**config.mk**
```make
export PLATFORM = sky130hd
export DESIGN_NAME = pc_sequencer_flat
export DESIGN_NICKNAME = d
export VERILOG_FILES = /design/src/rtl/pc_sequencer_if.sv /design/src/rtl/pc_sequencer.sv /design/src/flat_wrapper.sv
export SDC_FILE = /design/constraint.sdc
export NUM_CORES = 1
export LEC_CHECK = 0
export ABC_AREA = 1
export CORE_MARGIN = 3
export CORE_UTILIZATION = 58
export DETAILED_ROUTE_END_ITERATION = 10
export DONT_BUFFER_PORTS = 1
export GPL_ROUTABILITY_DRIVEN = 0
export PLACE_DENSITY = 0.75
export SLEW_MARGIN = 20
export SYNTH_ARGS = -nofsm -noshare
export SYNTH_HDL_FRONTEND = slang
export SYNTH_SLANG_ARGS = --single-unit
```
**constraint.sdc**
```tcl
create_clock -name clk_i -period 1.7 [get_ports clk_i]
set_clock_uncertainty 0.1 [all_clocks]
set_input_delay 0.085 -clock clk_i [delete_from_list [all_inputs] [get_ports clk_i]]
set_output_delay 0.085 -clock clk_i [all_outputs]
set_load 0.005 [all_outputs]
```
**src/rtl/pc_sequencer_if.sv**
```systemverilog
// Execute-to-fetch control bundle between the pipeline and the PC sequencer.
// The pipeline side drives the branch decision inputs; the sequencer drives the fetch side.
interface pc_sequencer_if #(
  parameter int DWIDTH = 32
);
  logic [6:0]        opcode_i;
  logic [2:0]        funct3_i;
  logic              breq_i;
  logic              brlt_i;
  logic [DWIDTH-1:0] target_i;
  logic              ex_valid_i;
  logic              stall_i;
  logic              imem_ready_i;
  logic              imem_req_o;
  logic [DWIDTH-1:0] pc_o;
  logic              flush_o;
  logic              misalign_o;
  logic [15:0]       taken_cnt_o;

  // Handshake: a fetch is accepted on a rising edge where imem_req_o and imem_ready_i are both high;
  // imem_req_o never depends on imem_ready_i, and the PC only advances on such an accepting edge.
  modport master (
    output opcode_i, funct3_i, breq_i, brlt_i, target_i, ex_valid_i, stall_i, imem_ready_i,
    input  imem_req_o, pc_o, flush_o, misalign_o, taken_cnt_o
  );

  modport slave (
    input  opcode_i, funct3_i, breq_i, brlt_i, target_i, ex_valid_i, stall_i, imem_ready_i,
    output imem_req_o, pc_o, flush_o, misalign_o, taken_cnt_o
  );
endinterface

```
**src/rtl/pc_sequencer.sv**
```systemverilog
// Fetch PC sequencer: resolves branches/jumps from execute, redirects the PC, and
// inserts a one-cycle flush bubble after every taken redirect.
module pc_sequencer #(
  parameter int                DWIDTH   = 32,
  parameter logic [DWIDTH-1:0] RESET_PC = 32'h0100_0000
) (
  input  logic           clk_i,
  input  logic           rst_ni,
  pc_sequencer_if.slave  sq,
  output logic [1:0]     state_o
);

  localparam logic [6:0] BTYPE_OPCODE = 7'b1100011;
  localparam logic [6:0] JAL_OPCODE   = 7'b1101111;
  localparam logic [6:0] JALR_OPCODE  = 7'b1100111;

  typedef enum logic [1:0] {
    BOOT   = 2'd0,
    RUN    = 2'd1,
    BUBBLE = 2'd2
  } state_t;

  state_t            state_q;
  logic [DWIDTH-1:0] pc_q;
  logic              flush_q;
  logic              misalign_q;
  logic [15:0]       cnt_q;

  logic              taken;
  logic              redirect;
  logic              advance;
  logic [15:0]       cnt_next;
  logic [DWIDTH-1:0] target_aligned;

  always_comb begin
    taken = 1'b0;
    case (sq.opcode_i)
      BTYPE_OPCODE: begin
        case (sq.funct3_i)
          3'b000:         taken = sq.breq_i;
          3'b001:         taken = !sq.breq_i;
          3'b100, 3'b110: taken = sq.brlt_i;
          3'b101, 3'b111: taken = !sq.brlt_i;
          default:        taken = 1'b0;
        endcase
      end
      JAL_OPCODE, JALR_OPCODE: taken = 1'b1;
      default:                 taken = 1'b0;
    endcase
  end

  // Redirect beats stall and imem backpressure; BUBBLE and BOOT ignore the branch inputs.
  assign redirect       = (state_q == RUN) && sq.ex_valid_i && taken;
  assign advance        = !sq.stall_i && sq.imem_ready_i;
  assign target_aligned = {sq.target_i[DWIDTH-1:2], 2'b00};
  assign cnt_next       = (redirect && (cnt_q != 16'hFFFF)) ? cnt_q + 16'd1 : cnt_q;

  always_ff @(posedge clk_i or negedge rst_ni) begin
    if (!rst_ni) begin
      state_q    <= BOOT;
      pc_q       <= RESET_PC;
      flush_q    <= 1'b0;
      misalign_q <= 1'b0;
      cnt_q      <= 16'd0;
    end else begin
      flush_q <= 1'b0;
      cnt_q   <= cnt_next;
      case (state_q)
        BOOT: begin
          pc_q    <= RESET_PC;
          state_q <= RUN;
        end
        RUN: begin
          if (redirect) begin
            pc_q       <= target_aligned;
            flush_q    <= 1'b1;
            misalign_q <= misalign_q | (sq.target_i[1:0] != 2'b00);
            state_q    <= BUBBLE;
          end else if (advance) begin
            pc_q <= pc_q + DWIDTH'(4);
          end
        end
        BUBBLE: begin
          state_q <= RUN;
        end
        default: begin
          state_q <= BOOT;
        end
      endcase
    end
  end

  assign sq.imem_req_o  = (state_q == RUN) && !sq.stall_i;
  assign sq.pc_o        = pc_q;
  assign sq.flush_o     = flush_q;
  assign sq.misalign_o  = misalign_q;
  assign sq.taken_cnt_o = cnt_q;
  assign state_o        = state_q;

endmodule

```
**src/flat_wrapper.sv**
```systemverilog
// flat-port wrapper written by rule: the top's interface ports become plain ports
module pc_sequencer_flat 
#(
  parameter int                DWIDTH   = 32,
  parameter logic [DWIDTH-1:0] RESET_PC = 32'h0100_0000
)
  (clk_i, rst_ni, state_o, sq_opcode_i, sq_funct3_i, sq_breq_i, sq_brlt_i, sq_target_i, sq_ex_valid_i, sq_stall_i, sq_imem_ready_i, sq_imem_req_o, sq_pc_o, sq_flush_o, sq_misalign_o, sq_taken_cnt_o);
  pc_sequencer_if #(.DWIDTH(DWIDTH)) sq_i ();
  input  logic clk_i;
  input  logic rst_ni;
  output logic [1:0] state_o;
  input wire logic [$bits(sq_i.opcode_i)-1:0] sq_opcode_i;
  input wire logic [$bits(sq_i.funct3_i)-1:0] sq_funct3_i;
  input wire logic [$bits(sq_i.breq_i)-1:0] sq_breq_i;
  input wire logic [$bits(sq_i.brlt_i)-1:0] sq_brlt_i;
  input wire logic [$bits(sq_i.target_i)-1:0] sq_target_i;
  input wire logic [$bits(sq_i.ex_valid_i)-1:0] sq_ex_valid_i;
  input wire logic [$bits(sq_i.stall_i)-1:0] sq_stall_i;
  input wire logic [$bits(sq_i.imem_ready_i)-1:0] sq_imem_ready_i;
  output wire logic [$bits(sq_i.imem_req_o)-1:0] sq_imem_req_o;
  output wire logic [$bits(sq_i.pc_o)-1:0] sq_pc_o;
  output wire logic [$bits(sq_i.flush_o)-1:0] sq_flush_o;
  output wire logic [$bits(sq_i.misalign_o)-1:0] sq_misalign_o;
  output wire logic [$bits(sq_i.taken_cnt_o)-1:0] sq_taken_cnt_o;
  assign sq_i.opcode_i = sq_opcode_i;
  assign sq_i.funct3_i = sq_funct3_i;
  assign sq_i.breq_i = sq_breq_i;
  assign sq_i.brlt_i = sq_brlt_i;
  assign sq_i.target_i = sq_target_i;
  assign sq_i.ex_valid_i = sq_ex_valid_i;
  assign sq_i.stall_i = sq_stall_i;
  assign sq_i.imem_ready_i = sq_imem_ready_i;
  assign sq_imem_req_o = sq_i.imem_req_o;
  assign sq_pc_o = sq_i.pc_o;
  assign sq_flush_o = sq_i.flush_o;
  assign sq_misalign_o = sq_i.misalign_o;
  assign sq_taken_cnt_o = sq_i.taken_cnt_o;
  pc_sequencer #(.DWIDTH(DWIDTH), .RESET_PC(RESET_PC)) u_core (.clk_i(clk_i), .rst_ni(rst_ni), .sq(sq_i), .state_o(state_o));
endmodule
```
==> flow_metrics.tcl, run 1 <==
set metrics [dict create \
    fillers 430 \
    cpMaxStageDelayCell "dfrtp_1" \
    cts_sinks 50 \
    num-nets-final 703 \
    finalSetupViolations 0 \
    synth_commonest_cells "nand2_1 (222), nor2_1 (62), dfrtp_1 (49), inv_1 (43), nand3_1 (34)" \
    cts_tree "yes" \
    drt-initial-drc-count 334 \
    synth-edff-count 0 \
    path_max_fanout 4 \
    startpoint_type "register" \
    async_reset_ff_frac 1.00 \
    cp_common_cell "nand2_1" \
    worstPathRequired_ps 1840 \
    ant_nets 0 \
    rows 28 \
    p_seq_frac 0.425 \
    die_w_um 84.6 \
    crit_arrival_ps 1800 \
    p_int_w 0.00244 \
    grt_pass1_vias 4016 \
    track_usage 0.298 \
    p_leak_nw 2.28 \
    pre_cts_slack_ps -54.7 \
    portBuffers 0 \
    r2r-start "u_core.sq.pc_o[10]" \
    synth_top_cell_by_area "dfrtp_1" \
    synth.distinct_cells 33 \
    p_sw_w 0.00142 \
    worstHoldStart "sq_target_i[15]" \
    boundaryPins 102 \
    drt_wl_total_um 11300 \
    synthCells 552 \
    fin_crit_sh 0.981 \
    cp-end-kind "register" \
    switching_share 0.368 \
    avgViaCountPerCell 5.68 \
    rsz0062_at_grt "true" \
    max_freq_mhz 600 \
    path_cells "nand2_2 > nor2_2 > nand2_1 > nor2_2 > nand3b_1 > nand2_1 > nand2_1 > nand2_1 > nand2_1 > o21ai_1" \
    initial_utilization 0.602 \
    antenna_found_initial 0 \
    instances_no_fill 728 \
    synthToLayoutAreaGrowth_pct 34.1 \
    synth_area_per_cell_um2 6.50 \
    post-route-min-period_ps 1670 \
    hold_violations 0 \
    status "finished, final reports clean" \
    regArea_um2 1260 \
    cap_violations 0 \
    clkLatencyLatePin_ps 310 \
    numCtsBuffers 5 \
    antenna_cells 0 \
    drv_slew 0 \
    placed_cells 675 \
    cpPeakStageDelay_ps 450 \
    synth_most_common_cell "nand2_1" \
    hold_path.class "primary input to register" \
    die_y_um 84.6 \
    gr-total-overflow 0 \
    drtPass1Iterations 5 \
    vdd_drop_max_v 0.000688 \
    postLayoutSetupSlackWorst_ps 32.3 \
    dpl_cell_area_um2 4070 \
    p_clk_frac 0.185 \
    grt_first_pass_wirelength_um 17500 \
    synth_area_leaders "dfrtp_1 (34%), nand2_1 (23%), nor2_1 (6.5%)" \
    clk_pin_slew_ps 100 \
    wire_per_inst_um 15.5 \
    ys_seq_area_frac 0.349 \
    crit_type "register to register" \
    synth_top_area_share 0.342 \
    comb_power_share 0.389 \
    drc 0 \
    syn_area_um2 3590 \
    root_buffer "clkbuf_8" \
    coreArea_um2 5960 \
    fin_area_um2 4810 \
    p_per_area_nw_per_um2 801 \
    grt_max_degree 51 \
    num_vias 4138 \
    clk_path_buf_depth 2 \
    crit_start "u_core.sq.pc_o[10]" \
    dieArea_um2 7160 \
    hpwl_um 7660 \
    htreeDepth 2 \
    ys_ff_latch 50 \
    synth_flop_cell "dfrtp_1" \
    yosysWarningCount 0 \
    multi_input_area_um2 2270 \
    drive_gt1_frac 0.227 \
]
final timing paths:
| check | end | slack (ps) | cells past startpoint |
|---|---|---|---|
| worst min-delay path | u_core.sq.pc_o[15] | 20 | 5 |
| worst max-delay path | u_core.sq.pc_o[26] | 30 | 10 |
| worst max register to register | u_core.sq.pc_o[26] | 30 | 10 |
| min in group asynchronous | u_core.sq.pc_o[25] | 220 | 2 |
| worst min register to register | u_core.sq.misalign_o | 420 | 1 |
| max in group asynchronous | u_core.sq.pc_o[24] | 1010 | 2 |
cells in the final DEF (no fill, tap or decap), types with 3 or more instances in the layout:
master / Yosys / final
o21ai_0: 32 / 20
nor3_1: 8 / 7
nand2_2: 3 / 12
nand3_1: 34 / 31
dfrtp_2: 0 / 7
inv_1: 43 / 42
buf_12: 0 / 3
dfrtp_1: 49 / 42
dlygate4sd3_1: 0 / 31
a21oi_1: 3 / 3
o21ai_1: 12 / 24
nand3b_1: 16 / 16
xnor2_1: 12 / 10
clkbuf_8: 0 / 5
nand3_2: 2 / 5
buf_4: 3 / 70
nor2_1: 62 / 37
xor2_1: 14 / 14
nand4_1: 10 / 10
nor2_4: 0 / 5
nor2_2: 2 / 22
nand2_1: 222 / 211
nand2_4: 1 / 3
cell type report:
cell class | instances | area share
multi-input cells | 445 | 0.472
flip-flops and latches | 50 | 0.262
repair buffers | 105 | 0.192
inverters | 45 | 0.0356
well taps | 75 | 0.0195
clock buffers | 5 | 0.0143
clock inverters | 3 | 0.00442
per-layer routing:
metal	wire length, µm	global-route usage	vias to the layer above
met4	316	0.108	0
met2	5970	0.537	193
met3	809	0.0716	31
li1	-	-	1956
met5	0	0	-
met1	4200	0.341	1958
power by group through the flow:
stage               registers, W  logic (W)  clock network [W]
detailed placement       0.00164    0.00123                  0
global route             0.00166    0.00166           0.000765
floorplan                0.00168   0.000622                  0
finish                   0.00164    0.00150           0.000715
global placement         0.00163    0.00119                  0
CTS                      0.00162    0.00133           0.000726
stage by stage:
step	power, W	utilization	hold WS (ps)	setup TNS, ps
floorplan	0.00231	-	-311	-36.6
global placement	0.00282	0.684	-309	0
detailed placement	0.00287	0.684	-309	-259
CTS	0.00368	0.762	8.03	0
global route	0.00409	0.808	66.5	-571
finish	0.00385	0.808	24.5	0
state kept, by name, summed over array words and instances (netlist names):
name,cells
u_core.sq.taken_cnt_o,16
u_core.sq.flush_o,1
u_core.state_o,2
u_core.sq.misalign_o,1
u_core.sq.pc_o,30
worst max-delay path, delay by kind of cell (launching register included):
kind | cells | cell delay [ps]
simple gates | 9 | 870
flops | 1 | 450
compound gates | 1 | 150
what timing repair did:
action	4_1_cts	5_1_grt
hold endpoints to repair	79	0
setup endpoints to repair	13	40
resized for setup	4	70
hold buffers	32	0
pin swaps	2	14
buffers inserted	1	12
cell families (layout without fill, tap and decap cells):
logic type / Yosys count / after routing / synth area share
compound gates: 50 / 50 / 0.0722
buf+inv: 58 / 158 / 0.0701
fa+ha+maj: 2 / 2 / 0.00698
xor+xnor: 26 / 26 / 0.0635
flops: 50 / 50 / 0.349
other cells: 1 / 2 / 0.00105
simple gates: 365 / 365 / 0.437
Note: power is estimated with default switching activity, not from simulation.
==> run 2: changes to the inputs <==
- ABC_AREA: 1 -> 0
==> run 2 against run 1 <==
  * The flow now stops in global routing (5_1_grt)
  * Synthesized cell count decreased by 37%
  * Synthesized area decreased by 8.8%
==> flow_metrics.tcl, run 2 <==
set metrics [dict create \
    rows 26 \
    gr-total-overflow 227 \
    failing_step "global routing (5_1_grt)" \
    hpwl_um 7540 \
    track_usage 0.862 \
    die_y_um 81.1 \
    clk_path_buf_depth 2 \
    grt-worst-endpoint "u_core.sq.taken_cnt_o[5]$_DFFE_PN0P_/D" \
    yosysWarningCount 0 \
    htreeDepth 2 \
    cts_sinks 50 \
    synth.distinct_cells 64 \
    worstEpCategory "register data pin" \
    initial_utilization 0.621 \
    root_buffer "clkbuf_8" \
    synth_top_cell_by_area "dfrtp_1" \
    numCtsBuffers 5 \
    synth_commonest_cells "dfrtp_1 (49), o21ai_0 (26), nand2_1 (22), o2bb2ai_1 (20), a21oi_1 (19)" \
    status "stopped before the end" \
    boundaryPins 102 \
    synth_area_per_cell_um2 9.43 \
    synth_flop_cell "dfrtp_1" \
    die_w_um 81.1 \
    synthCells 347 \
    syn_area_um2 3270 \
    portBuffers 0 \
    async_reset_ff_frac 1.00 \
    synth-edff-count 0 \
    placed_cells 500 \
    synth_area_leaders "dfrtp_1 (37%), o2bb2ai_1 (5.4%), o21ai_0 (4.0%)" \
    ys_ff_latch 50 \
    grt_max_degree 51 \
    synth_most_common_cell "dfrtp_1" \
    error "[ERROR GRT-0232] Routing congestion too high. Check the congestion heatmap in the GUI." \
    synth_top_area_share 0.375 \
    ys_seq_area_frac 0.383 \
]
-- run 2: cell count changes after synthesis, sizes merged, moves of 8 or more --
| cell | change |
|---|---|
| a2111oi | +8 |
| a21oi | +16 |
| and3 | +13 |
| inv | -34 |
| mux2i | +12 |
| nand2 | -203 |
| nand3 | -18 |
| nand3b | -16 |
| nor2 | -48 |
| o21ai | -16 |
| o2bb2ai | +20 |
| xor2 | -8 |
-- run 2: metrics by stage --
| stage | setup TNS [ps] | instance area, µm² | setup slack (ps) | hold slack (ps) | utilization |
|---|---|---|---|---|---|
| after floorplan | -2900 | 3330 | -130 | -311 | - |
| after global placement | -1580 | 4100 | -77.5 | -309 | 0.778 |
| after detailed placement | -3330 | 4100 | -150 | -310 | 0.778 |
| after CTS | -3240 | 4730 | -124 | 2.15 | 0.897 |
-- run 2: per-layer routing --
| metal | global-route usage | GRT overflow |
|---|---|---|
| met3 | 0.683 | 5 |
| met4 | 1.01 | 97 |
| met1 | 0.809 | 3 |
| met5 | 0.275 | 2 |
| met2 | 1.04 | 120 |
-- run 2: what timing repair did --
action / in CTS
hold buffers: 33
setup endpoints to repair: 43
endpoints found under the hold margin: 80
pin swaps: 11
setup buffers: 7
gates cloned: 1
gates resized for setup: 34
-- run 2: kinds of logic after synthesis --
kind of cell / Yosys count / synth area share
buffers and inverters: 31 / 0.0513
other: 1 / 0.00115
and+or+nand+nor: 132 / 0.236
xor gates and xnor gates: 15 / 0.0402
muxes: 14 / 0.0436
DFF: 50 / 0.383
adders and majority gates: 2 / 0.00765
AOI/OAI and AO/OA: 102 / 0.237
==> run 3: changes to the inputs <==
- CORE_UTILIZATION: 58 -> 40
- PLACE_DENSITY: 0.75 -> not set
- PLACE_DENSITY_LB_ADDON: not set -> 0.15
- clock period: 1.7 -> 2.2 ns (I/O delays scaled with it)
==> run 3 against run 2 <==
  * The flow now finishes without violations
  * Synthesized cell count stayed put
  * Synthesized area stayed put
==> flow_metrics.tcl, run 3 <==
set metrics [dict create \
    grt_first_pass_wirelength_um 15600 \
    cpMaxStageDelayCell "dfrtp_1" \
    p_clk_frac 0.318 \
    track_usage 0.215 \
    synth-compound-area-share 0.237 \
    num-nets-final 445 \
    status "finished, final reports clean" \
    grt_max_degree 51 \
    dpl_cell_area_um2 3510 \
    worst_hold_path.num_cells 3 \
    layout_common_cells "dfrtp_1 (48), dlygate4sd3_1 (32), o21ai_0 (26), buf_4 (23), nand2_1 (22)" \
    drc 0 \
    cap_violations 0 \
    vdd_drop_max_v 0.000347 \
    boundaryPins 102 \
    drt_wl_total_um 9670 \
    startpoint_type "register" \
    wire_per_inst_um 19.5 \
    ys_seq_area_frac 0.383 \
    final_common_cell "dfrtp_1" \
    avgViaCountPerCell 6.01 \
    hpwl_um 6750 \
    postLayoutSetupSlackWorst_ps 175 \
    synth_area_per_cell_um2 9.43 \
    drive_gt1_frac 0.165 \
    crit_arrival_ps 2180 \
    dieArea_um2 9300 \
    clk_path_buf_depth 2 \
    coreArea_um2 7850 \
    synth_commonest_cells "dfrtp_1 (49), o21ai_0 (26), nand2_1 (22), o2bb2ai_1 (20), a21oi_1 (19)" \
    path_cells "ha_1 > and3_2 > and4_1 > nand3_1 > o41ai_1 > a22o_1" \
    synth-edff-count 0 \
    ant_nets 0 \
    cts_tree "yes" \
    regArea_um2 1250 \
    synth.distinct_cells 64 \
    drv_slew 0 \
    cts_sinks 50 \
    pre_cts_slack_ps 104 \
    instances_no_fill 497 \
    path_max_fanout 5 \
    hold_path.class "primary input to register" \
    worstHoldStart "sq_target_i[31]" \
    grt_pass1_vias 2927 \
    synth-xor-area-share 0.0402 \
    p_int_w 0.00152 \
    portBuffers 0 \
    hold_violations 0 \
    reg2reg_slack_ps 170 \
    finalSetupViolations 0 \
    die_y_um 96.4 \
    synth_top_cell_by_area "dfrtp_1" \
    p_per_area_nw_per_um2 540 \
    crit_type "register to register" \
    drtPass1Iterations 5 \
    p_leak_nw 1.53 \
    synth_top_area_share 0.375 \
    final.setup.tns_ps 0 \
    p_sw_w 0.000641 \
    synth_most_common_cell "dfrtp_1" \
    fillers 772 \
    fin_area_um2 3990 \
    r2r-end "u_core.sq.pc_o[30]" \
    rsz0062_at_grt "false" \
    p_seq_frac 0.497 \
    clk_pin_slew_ps 100 \
    synthToLayoutAreaGrowth_pct 22.1 \
    fin_crit_sh 0.921 \
    htreeDepth 2 \
    clkLatencyLatePin_ps 310 \
    die_w_um 96.4 \
    r2r-start "u_core.sq.pc_o[3]" \
    numCtsBuffers 5 \
    root_buffer "clkbuf_8" \
    rows 32 \
    synthCells 347 \
    power_w 0.00216 \
    comb_power_share 0.185 \
    worstPathRequired_ps 2350 \
    gr-total-overflow 0 \
    syn_area_um2 3270 \
    cp-end-kind "register" \
    yosysWarningCount 0 \
    antenna_cells 0 \
    antenna_found_initial 0 \
    synth_top_family_by_area "compound AO/OA/AOI/OAI gates" \
    r2r_cells 6 \
    switching_share 0.297 \
    initial_utilization 0.417 \
    placed_cells 456 \
    muxShareOfSynthArea 0.0436 \
    cpPeakStageDelay_ps 450 \
    hold_path_end "u_core.sq.pc_o[31]" \
    largest_reg_flops 30 \
    async_reset_ff_frac 1.00 \
    ys_ff_latch 50 \
    post-route-min-period_ps 2030 \
    synth-simple-area-share 0.236 \
    num_vias 2985 \
    synth-adder-area-share 0.00765 \
    synth_area_leaders "dfrtp_1 (37%), o2bb2ai_1 (5.4%), o21ai_0 (4.0%)" \
    multi_input_area_um2 1880 \
    max_freq_mhz 494 \
    synth_flop_cell "dfrtp_1" \
    drt-initial-drc-count 126 \
]
==> run 3: per-layer routing <==
layer	vias to the layer above	routed length, µm	track usage
li1	1411	-	-
met1	1462	4300	0.311
met5	-	0	0
met3	7	764	0.0496
met4	0	74	0.0456
met2	105	4530	0.329
==> run 3: worst max-delay path: cells and delay by family (launching register included) <==
kind,cells,cell delay [ps]
flops,1,450
fa+ha+maj,1,240
compound gates,2,530
simple gates,3,660
==> run 3: logic make-up (layout without fill, tap and decap cells) <==
logic type / after synthesis / count (layout)
simple gates: 132 / 132
xor+xnor: 15 / 15
mux: 14 / 14
buf+inv: 31 / 78
other cells: 1 / 2
fa+ha+maj: 2 / 2
compound gates: 102 / 102
flops: 50 / 50
==> run 3: worst max path at each step <==
stage	from	end	depth (start not counted)
global placement	u_core.sq.pc_o[2]	u_core.sq.pc_o[28]	6
CTS	u_core.sq.pc_o[2]	u_core.sq.pc_o[28]	6
detailed placement	u_core.sq.pc_o[2]	u_core.sq.pc_o[28]	6
finish	u_core.sq.pc_o[3]	u_core.sq.pc_o[30]	6
global route	u_core.sq.pc_o[3]	u_core.sq.pc_o[30]	6
floorplan	u_core.sq.pc_o[2]	u_core.sq.pc_o[28]	6
==> run 3: final cells by class <==
class | count | share of cell area
timing repair buffer | 59 | 0.145
clock inverter | 3 | 0.0110
tap | 102 | 0.0320
sequential | 50 | 0.314
multi-input combinational | 267 | 0.470
clock buffer | 5 | 0.0172
inverter | 11 | 0.0103
==> run 3: repair_timing <==
action,in CTS,in global routing
setup endpoints to repair,0,27
hold buffers,33,0
resized for setup,0,5
setup buffers,0,0
endpoints found under the hold margin,80,0
==> run 3: stage by stage <==
step,util,hold WS [ps]
2_1_floorplan,-,-286
3_3_place_gp,0.448,-284
3_5_place_dp,0.448,-284
4_1_cts,0.507,9.26
5_1_grt,0.509,26.0
6_report,0.509,18.0
==> run 3: power groups by stage <==
stage	sequential, W	clock [W]	combinational [W]
3_5_place_dp	0.00109	0	0.000323
3_3_place_gp	0.00109	0	0.000315
4_1_cts	0.00107	0.000706	0.000397
6_report	0.00107	0.000685	0.000399
5_1_grt	0.00109	0.000733	0.000447
2_1_floorplan	0.00109	0	0.000189
